### src/rtl/rf_write_arbiter_if.sv
// Register-file write-port bundle: port A writeback, port B handshake, RF write and status.
interface rf_write_arbiter_if #(
  parameter int unsigned DATA_W = 32,
  parameter int unsigned DEPTH  = 4
);
  localparam int unsigned CNT_W = $clog2(DEPTH) + 1;

  logic              a_we;
  logic [4:0]        a_waddr;
  logic [DATA_W-1:0] a_wdata;
  logic              b_valid;
  logic              b_ready;
  logic [4:0]        b_waddr;
  logic [DATA_W-1:0] b_wdata;
  logic              a_stall;
  logic              rf_we;
  logic [4:0]        rf_waddr;
  logic [DATA_W-1:0] rf_wdata;
  logic [31:0]       pending_mask;
  logic [CNT_W-1:0]  fifo_count;

  modport master (
    output a_we, a_waddr, a_wdata, b_valid, b_waddr, b_wdata,
    input  b_ready, a_stall, rf_we, rf_waddr, rf_wdata, pending_mask, fifo_count
  );

  modport slave (
    input  a_we, a_waddr, a_wdata, b_valid, b_waddr, b_wdata,
    output b_ready, a_stall, rf_we, rf_waddr, rf_wdata, pending_mask, fifo_count
  );
endinterface

### src/rtl/rf_write_arbiter.sv
// Shares one register-file write port between the single-cycle writeback path (A, priority)
// and a FIFO-buffered multi-cycle result source (B), with starvation guard and same-register kill.
module rf_write_arbiter #(
  parameter int unsigned DATA_W       = 32,
  parameter int unsigned DEPTH        = 4,
  parameter int unsigned STARVE_LIMIT = 8
) (
  input  logic              clk,
  input  logic              rst,
  rf_write_arbiter_if.slave bus
);
  localparam int unsigned PTR_W = $clog2(DEPTH);
  localparam int unsigned CNT_W = PTR_W + 1;
  localparam int unsigned STV_W = $clog2(STARVE_LIMIT + 1);

  logic [4:0]        addr_q [DEPTH];
  logic [DATA_W-1:0] data_q [DEPTH];
  logic [DEPTH-1:0]  live_q, live_d;
  logic [PTR_W-1:0]  rd_ptr_q, wr_ptr_q;
  logic [CNT_W-1:0]  count_q, count_d;
  logic [STV_W-1:0]  starve_q, starve_d;
  logic              stall_q, stall_d;

  logic        a_real, head_valid, head_live, grant_b, pop, push, kill, b_ready_c;
  logic [31:0] mask_c;

  // Arbitration, FIFO bookkeeping and starvation tracking.
  always_comb begin
    a_real     = bus.a_we && (bus.a_waddr != 5'd0);
    head_valid = (count_q != '0);
    head_live  = head_valid && live_q[rd_ptr_q];
    grant_b    = head_live && (stall_q || !a_real);
    pop        = head_valid && (!live_q[rd_ptr_q] || grant_b);
    b_ready_c  = !rst && (count_q < CNT_W'(DEPTH));
    push       = bus.b_valid && b_ready_c && (bus.b_waddr != 5'd0);
    kill       = a_real && !stall_q;

    // Order matters: kill, then pop, then push so a same-cycle enqueue survives the kill.
    live_d = live_q;
    if (kill) begin
      for (int unsigned i = 0; i < DEPTH; i++) begin
        if (addr_q[i] == bus.a_waddr) live_d[i] = 1'b0;
      end
    end
    if (pop)  live_d[rd_ptr_q] = 1'b0;
    if (push) live_d[wr_ptr_q] = 1'b1;

    count_d = count_q + CNT_W'(push) - CNT_W'(pop);

    starve_d = '0;
    if (head_live && !grant_b) begin
      starve_d = (starve_q == STV_W'(STARVE_LIMIT)) ? starve_q : starve_q + STV_W'(1);
    end
    stall_d = (starve_d == STV_W'(STARVE_LIMIT));

    mask_c = '0;
    for (int unsigned i = 0; i < DEPTH; i++) begin
      if (live_q[i]) mask_c[addr_q[i]] = 1'b1;
    end
    mask_c[0] = 1'b0;
  end

  always_ff @(posedge clk) begin
    if (rst) begin
      rd_ptr_q <= '0;
      wr_ptr_q <= '0;
      count_q  <= '0;
      live_q   <= '0;
      starve_q <= '0;
      stall_q  <= 1'b0;
    end else begin
      rd_ptr_q <= rd_ptr_q + PTR_W'(pop);
      wr_ptr_q <= wr_ptr_q + PTR_W'(push);
      count_q  <= count_d;
      live_q   <= live_d;
      starve_q <= starve_d;
      stall_q  <= stall_d;
    end
  end

  // Payload storage needs no reset; liveness gates every use.
  always_ff @(posedge clk) begin
    if (push) begin
      addr_q[wr_ptr_q] <= bus.b_waddr;
      data_q[wr_ptr_q] <= bus.b_wdata;
    end
  end

  assign bus.rf_we        = !rst && (grant_b || kill);
  assign bus.rf_waddr     = grant_b ? addr_q[rd_ptr_q] : bus.a_waddr;
  assign bus.rf_wdata     = grant_b ? data_q[rd_ptr_q] : bus.a_wdata;
  assign bus.b_ready      = b_ready_c;
  assign bus.a_stall      = stall_q && !rst;
  assign bus.pending_mask = mask_c;
  assign bus.fifo_count   = count_q;
endmodule

### src/flat_wrapper.sv
// flat-port wrapper written by rule: the top's interface ports become plain ports
module rf_write_arbiter_flat 
#(
  parameter int unsigned DATA_W       = 32,
  parameter int unsigned DEPTH        = 4,
  parameter int unsigned STARVE_LIMIT = 8
)
  (clk, rst, bus_a_we, bus_a_waddr, bus_a_wdata, bus_b_valid, bus_b_waddr, bus_b_wdata, bus_b_ready, bus_a_stall, bus_rf_we, bus_rf_waddr, bus_rf_wdata, bus_pending_mask, bus_fifo_count);
  rf_write_arbiter_if #(.DATA_W(DATA_W), .DEPTH(DEPTH)) bus_i ();
  input  logic clk;
  input  logic rst;
  input wire logic [$bits(bus_i.a_we)-1:0] bus_a_we;
  input wire logic [$bits(bus_i.a_waddr)-1:0] bus_a_waddr;
  input wire logic [$bits(bus_i.a_wdata)-1:0] bus_a_wdata;
  input wire logic [$bits(bus_i.b_valid)-1:0] bus_b_valid;
  input wire logic [$bits(bus_i.b_waddr)-1:0] bus_b_waddr;
  input wire logic [$bits(bus_i.b_wdata)-1:0] bus_b_wdata;
  output wire logic [$bits(bus_i.b_ready)-1:0] bus_b_ready;
  output wire logic [$bits(bus_i.a_stall)-1:0] bus_a_stall;
  output wire logic [$bits(bus_i.rf_we)-1:0] bus_rf_we;
  output wire logic [$bits(bus_i.rf_waddr)-1:0] bus_rf_waddr;
  output wire logic [$bits(bus_i.rf_wdata)-1:0] bus_rf_wdata;
  output wire logic [$bits(bus_i.pending_mask)-1:0] bus_pending_mask;
  output wire logic [$bits(bus_i.fifo_count)-1:0] bus_fifo_count;
  assign bus_i.a_we = bus_a_we;
  assign bus_i.a_waddr = bus_a_waddr;
  assign bus_i.a_wdata = bus_a_wdata;
  assign bus_i.b_valid = bus_b_valid;
  assign bus_i.b_waddr = bus_b_waddr;
  assign bus_i.b_wdata = bus_b_wdata;
  assign bus_b_ready = bus_i.b_ready;
  assign bus_a_stall = bus_i.a_stall;
  assign bus_rf_we = bus_i.rf_we;
  assign bus_rf_waddr = bus_i.rf_waddr;
  assign bus_rf_wdata = bus_i.rf_wdata;
  assign bus_pending_mask = bus_i.pending_mask;
  assign bus_fifo_count = bus_i.fifo_count;
  rf_write_arbiter #(.DATA_W(DATA_W), .DEPTH(DEPTH), .STARVE_LIMIT(STARVE_LIMIT)) u_core (.clk(clk), .rst(rst), .bus(bus_i));
endmodule
### config.mk
export PLATFORM = sky130hd
export DESIGN_NAME = rf_write_arbiter_flat
export DESIGN_NICKNAME = d
export VERILOG_FILES = /design/src/rtl/rf_write_arbiter_if.sv /design/src/rtl/rf_write_arbiter.sv /design/src/flat_wrapper.sv
export SDC_FILE = /design/constraint.sdc
export NUM_CORES = 1
export LEC_CHECK = 0
export BUFFER_PORTS_ARGS = -buffer_cell sky130_fd_sc_hd__buf_2
export CELL_PAD_IN_SITES_DETAIL_PLACEMENT = 1
export CELL_PAD_IN_SITES_GLOBAL_PLACEMENT = 2
export CORE_ASPECT_RATIO = 1.4
export CORE_MARGIN = 2
export CORE_UTILIZATION = 42
export DETAILED_ROUTE_END_ITERATION = 8
export GPL_ROUTABILITY_DRIVEN = 0
export GPL_TIMING_DRIVEN = 0
export PLACE_DENSITY_LB_ADDON = 0.12
export SETUP_SLACK_MARGIN = 0.15
export SYNTH_ARGS = -nofsm -noshare
export SYNTH_HDL_FRONTEND = slang
export SYNTH_SLANG_ARGS = --single-unit
### constraint.sdc
create_clock -name clk -period 9.6 [get_ports clk]
set_input_delay 2.88 -clock clk [delete_from_list [all_inputs] [get_ports clk]]
set_output_delay 2.88 -clock clk [all_outputs]
set_load 0.05 [all_outputs]
==> reports/qor.yml <==
run_status:
  status: "complete, no violations"
global_route:
  grt_first_pass_wirelength_um: 34200
  grt_usage: 0.228
  grt_pass1_vias: 5952
  grt_remaining_overflow: 0
  grt_max_degree: 26
  antenna_found_initial: 1
cells_and_area:
  multi_input_area_um2: 3020
  fill_cells: 1876
  final_cells: 951
  drive_gt1_frac: 0.399
  ff_latch_area_um2: 4760
  area_delta_synth_final_pct: 21.9
  final_core_utilization: 0.524
  nNetsFinal: 779
  diodes: 0
yosys:
  syn_inst: 522
  synth_ff_type: "edfxtp_1"
  synthDistinctLibCells: 50
  synth_largest_area_cell: "edfxtp_1"
  yosysSeqAreaShare: 0.594
  synth_most_common_cell: "edfxtp_1"
  synth_top_area_share: 0.554
  synth.area.top_cells: "edfxtp_1 55%, mux4_2 11%, mux2_4 5.6%, dfxtp_1 4.0%, nor2_1 1.7%"
  ys_ff_latch: 164
  synth_edf_count: 148
  synth_common_cells: "148 x edfxtp_1, 38 x mux4_2, 37 x nor2_1"
  ys_async_sr_fraction: 0
  ys_warn_count: 0
  synth.net_count: 607
  avgSynthCellArea_um2: 15.4
  syn_area_um2: 8020
placed_design:
  hpwl_um: 16000
  dp_cells: 919
  io_buffer_count: 146
sta:
  fin_crit_ns: 7.78
  slew_violations: 0
  holdWs_ns: 0.569
  worst_slew_pin_slew_ns: 1.33
  setup_viol: 0
  clock_skew_ns: 0.0163
  period_share: 0.810
  fin_tns_setup_ns: 0
  final-hold-violation-count: 0
  clock.fmax_mhz: 129
  rsz0062_at_grt: "false"
  relSlewSlack: 0.109
setup_path:
  slowest_stage: "or4_4"
  crit_top_cell: "buf_2"
  worst_path_largest_cell_delay_ns: 0.51
  critPathMaxFanout: 10
  critical_path_required_ns: 6.72
  endpoint_kind: "output port"
  worstPathCellList: "buf_2 > or4_4 > o21a_4 > nor2_8 > buf_12 > mux2_4 > buf_2"
  cp-start-kind: "primary input"
  cpLargestDelayFamily: "simple AND/OR/NAND/NOR gates"
  worst-path-buf-inv: 3
  crit_type: "primary input to output port"
  crit_arrival_ns: 4.90
floorplanning:
  floorplan.initialDensity: 0.429
  core_area_um2: 18700
  die_h_um: 167
  placementRows: 59
  die-area_um2: 20200
  pin_count: 153
  die_w_um: 121
min_path:
  holdCritPathClass: "register to register"
drt:
  drt_iter0_drc: 360
  ant_nets: 0
  viasPerCell: 5.70
  drc: 0
  dr.pass1.iters: 5
  wirelength_um: 22300
  wire_per_inst_um: 23.4
  num_vias: 5421
power_and_ir_drop:
  ir_drop_v: 0.000150
  p_leak_nw: 3.56
  power_density_nw_per_um2: 217
  power_mw: 2.12
clocking:
  clock_latency_ns: 0.43
  ctsResizeCount: 0
  clk_pin_slew_ns: 0.08
  cts.sinks: 164
  postCtsHoldBufs: 0
  post-cts-setup-buffers: 0
  numCtsBuffers: 17
  cts_root_buf: "clkbuf_16"
  cts_tree: "done"
  cts_buffer_depth: 2
  htree_levels: 4
flow_run:
  max_cap_violations: 0
==> metrics by stage <==
stage	setup WS [ns]	area, um2
5_1_grt	1.76	9780
3_5_place_dp	1.82	9190
2_1_floorplan	2.18	8020
6_report	1.82	9780
3_3_place_gp	0.297	9050
4_1_cts	1.81	9780
==> layout by cell type (no fill, tap or decap), types with 5 or more instances in the layout <==
master	count
nor2b_1	5
dfxtp_1	16
ha_1	6
nor3b_1	7
nor2_1	35
nand3_1	9
buf_12	6
or3_1	5
clkbuf_1	27
nand3b_1	14
clkbuf_16	17
buf_2	149
xor2_1	12
xnor2_1	14
o22ai_1	18
edfxtp_1	148
a221o_1	9
mux2_2	7
mux4_2	38
inv_8	5
inv_1	11
nand2_1	16
mux2_4	30
nor3_1	6
a21oi_1	9
a22oi_1	9
o221ai_1	15
a211o_1	7
==> state kept, by name, indices dropped and copies added (netlist names) <==
name,cells
u_core.data_q,128
u_core.addr_q,20
u_core.live_q,4
u_core.starve_q,4
u_core.bus.fifo_count,3
u_core.rd_ptr_q,2
u_core.wr_ptr_q,2
u_core.stall_q,1
==> final cells by class <==
cell class / count / area share
inverters: 11 / 0.00422
flip-flops and latches: 164 / 0.487
plain buffers: 38 / 0.0223
repair buffers: 153 / 0.0862
multi-input cells: 309 / 0.309
clock buffers: 18 / 0.0439
well taps: 244 / 0.0312
clock inverters: 14 / 0.0164
==> cell families after synthesis <==
family | Yosys count | synth area share
xor gates and xnor gates | 26 | 0.0284
DFF | 164 | 0.594
and+or+nand+nor | 124 | 0.0860
muxes | 75 | 0.173
adders and majority gates | 7 | 0.0119
other | 1 | 0.000468
buffers and inverters | 49 | 0.0323
AOI/OAI and AO/OA | 76 | 0.0741
==> worst paths after layout <==
path	from	endpoint	slack [ns]	cells past startpoint
hold reg to reg	u_core.starve_q[2]$_SDFF_PP0_	u_core.stall_q$_SDFF_PP0_	0.57	2
hold / removal	u_core.starve_q[2]$_SDFF_PP0_	u_core.stall_q$_SDFF_PP0_	0.57	2
setup reg to reg	u_core.rd_ptr_q[0]$_SDFF_PP0_	u_core.bus.fifo_count[2]$_SDFF_PP0_	6.92	10
setup / recovery	bus_a_waddr[3]	bus_rf_waddr[3]	1.82	7
==> layer usage <==
| metal | up-vias | global-route usage | wire [um] |
|---|---|---|---|
| met1 | 2730 | 0.260 | 8500 |
| met3 | 45 | 0.0429 | 1140 |
| met5 | - | 0 | 13 |
| met2 | 212 | 0.414 | 12000 |
| met4 | 2 | 0.0915 | 583 |
| li1 | 2432 | - | - |
==> tightest hold or removal path, cell delays in order (launching register included) <==
cell	delay [ns]
dfxtp_1	0.35
nand3_1	0.08
a2111oi_1	0.08
==> where the power goes <==
group / total (mW) / leakage, nW / switching [mW] / internal, mW
combinational: 0.608 / 1.80 / 0.358 / 0.250
clock: 0.681 / 0.281 / 0.310 / 0.371
sequential: 0.834 / 1.47 / 0.0195 / 0.815
total: 2.12 / 3.56 / 0.687 / 1.44
No activity file was read; power rests on OpenSTA's default activity.
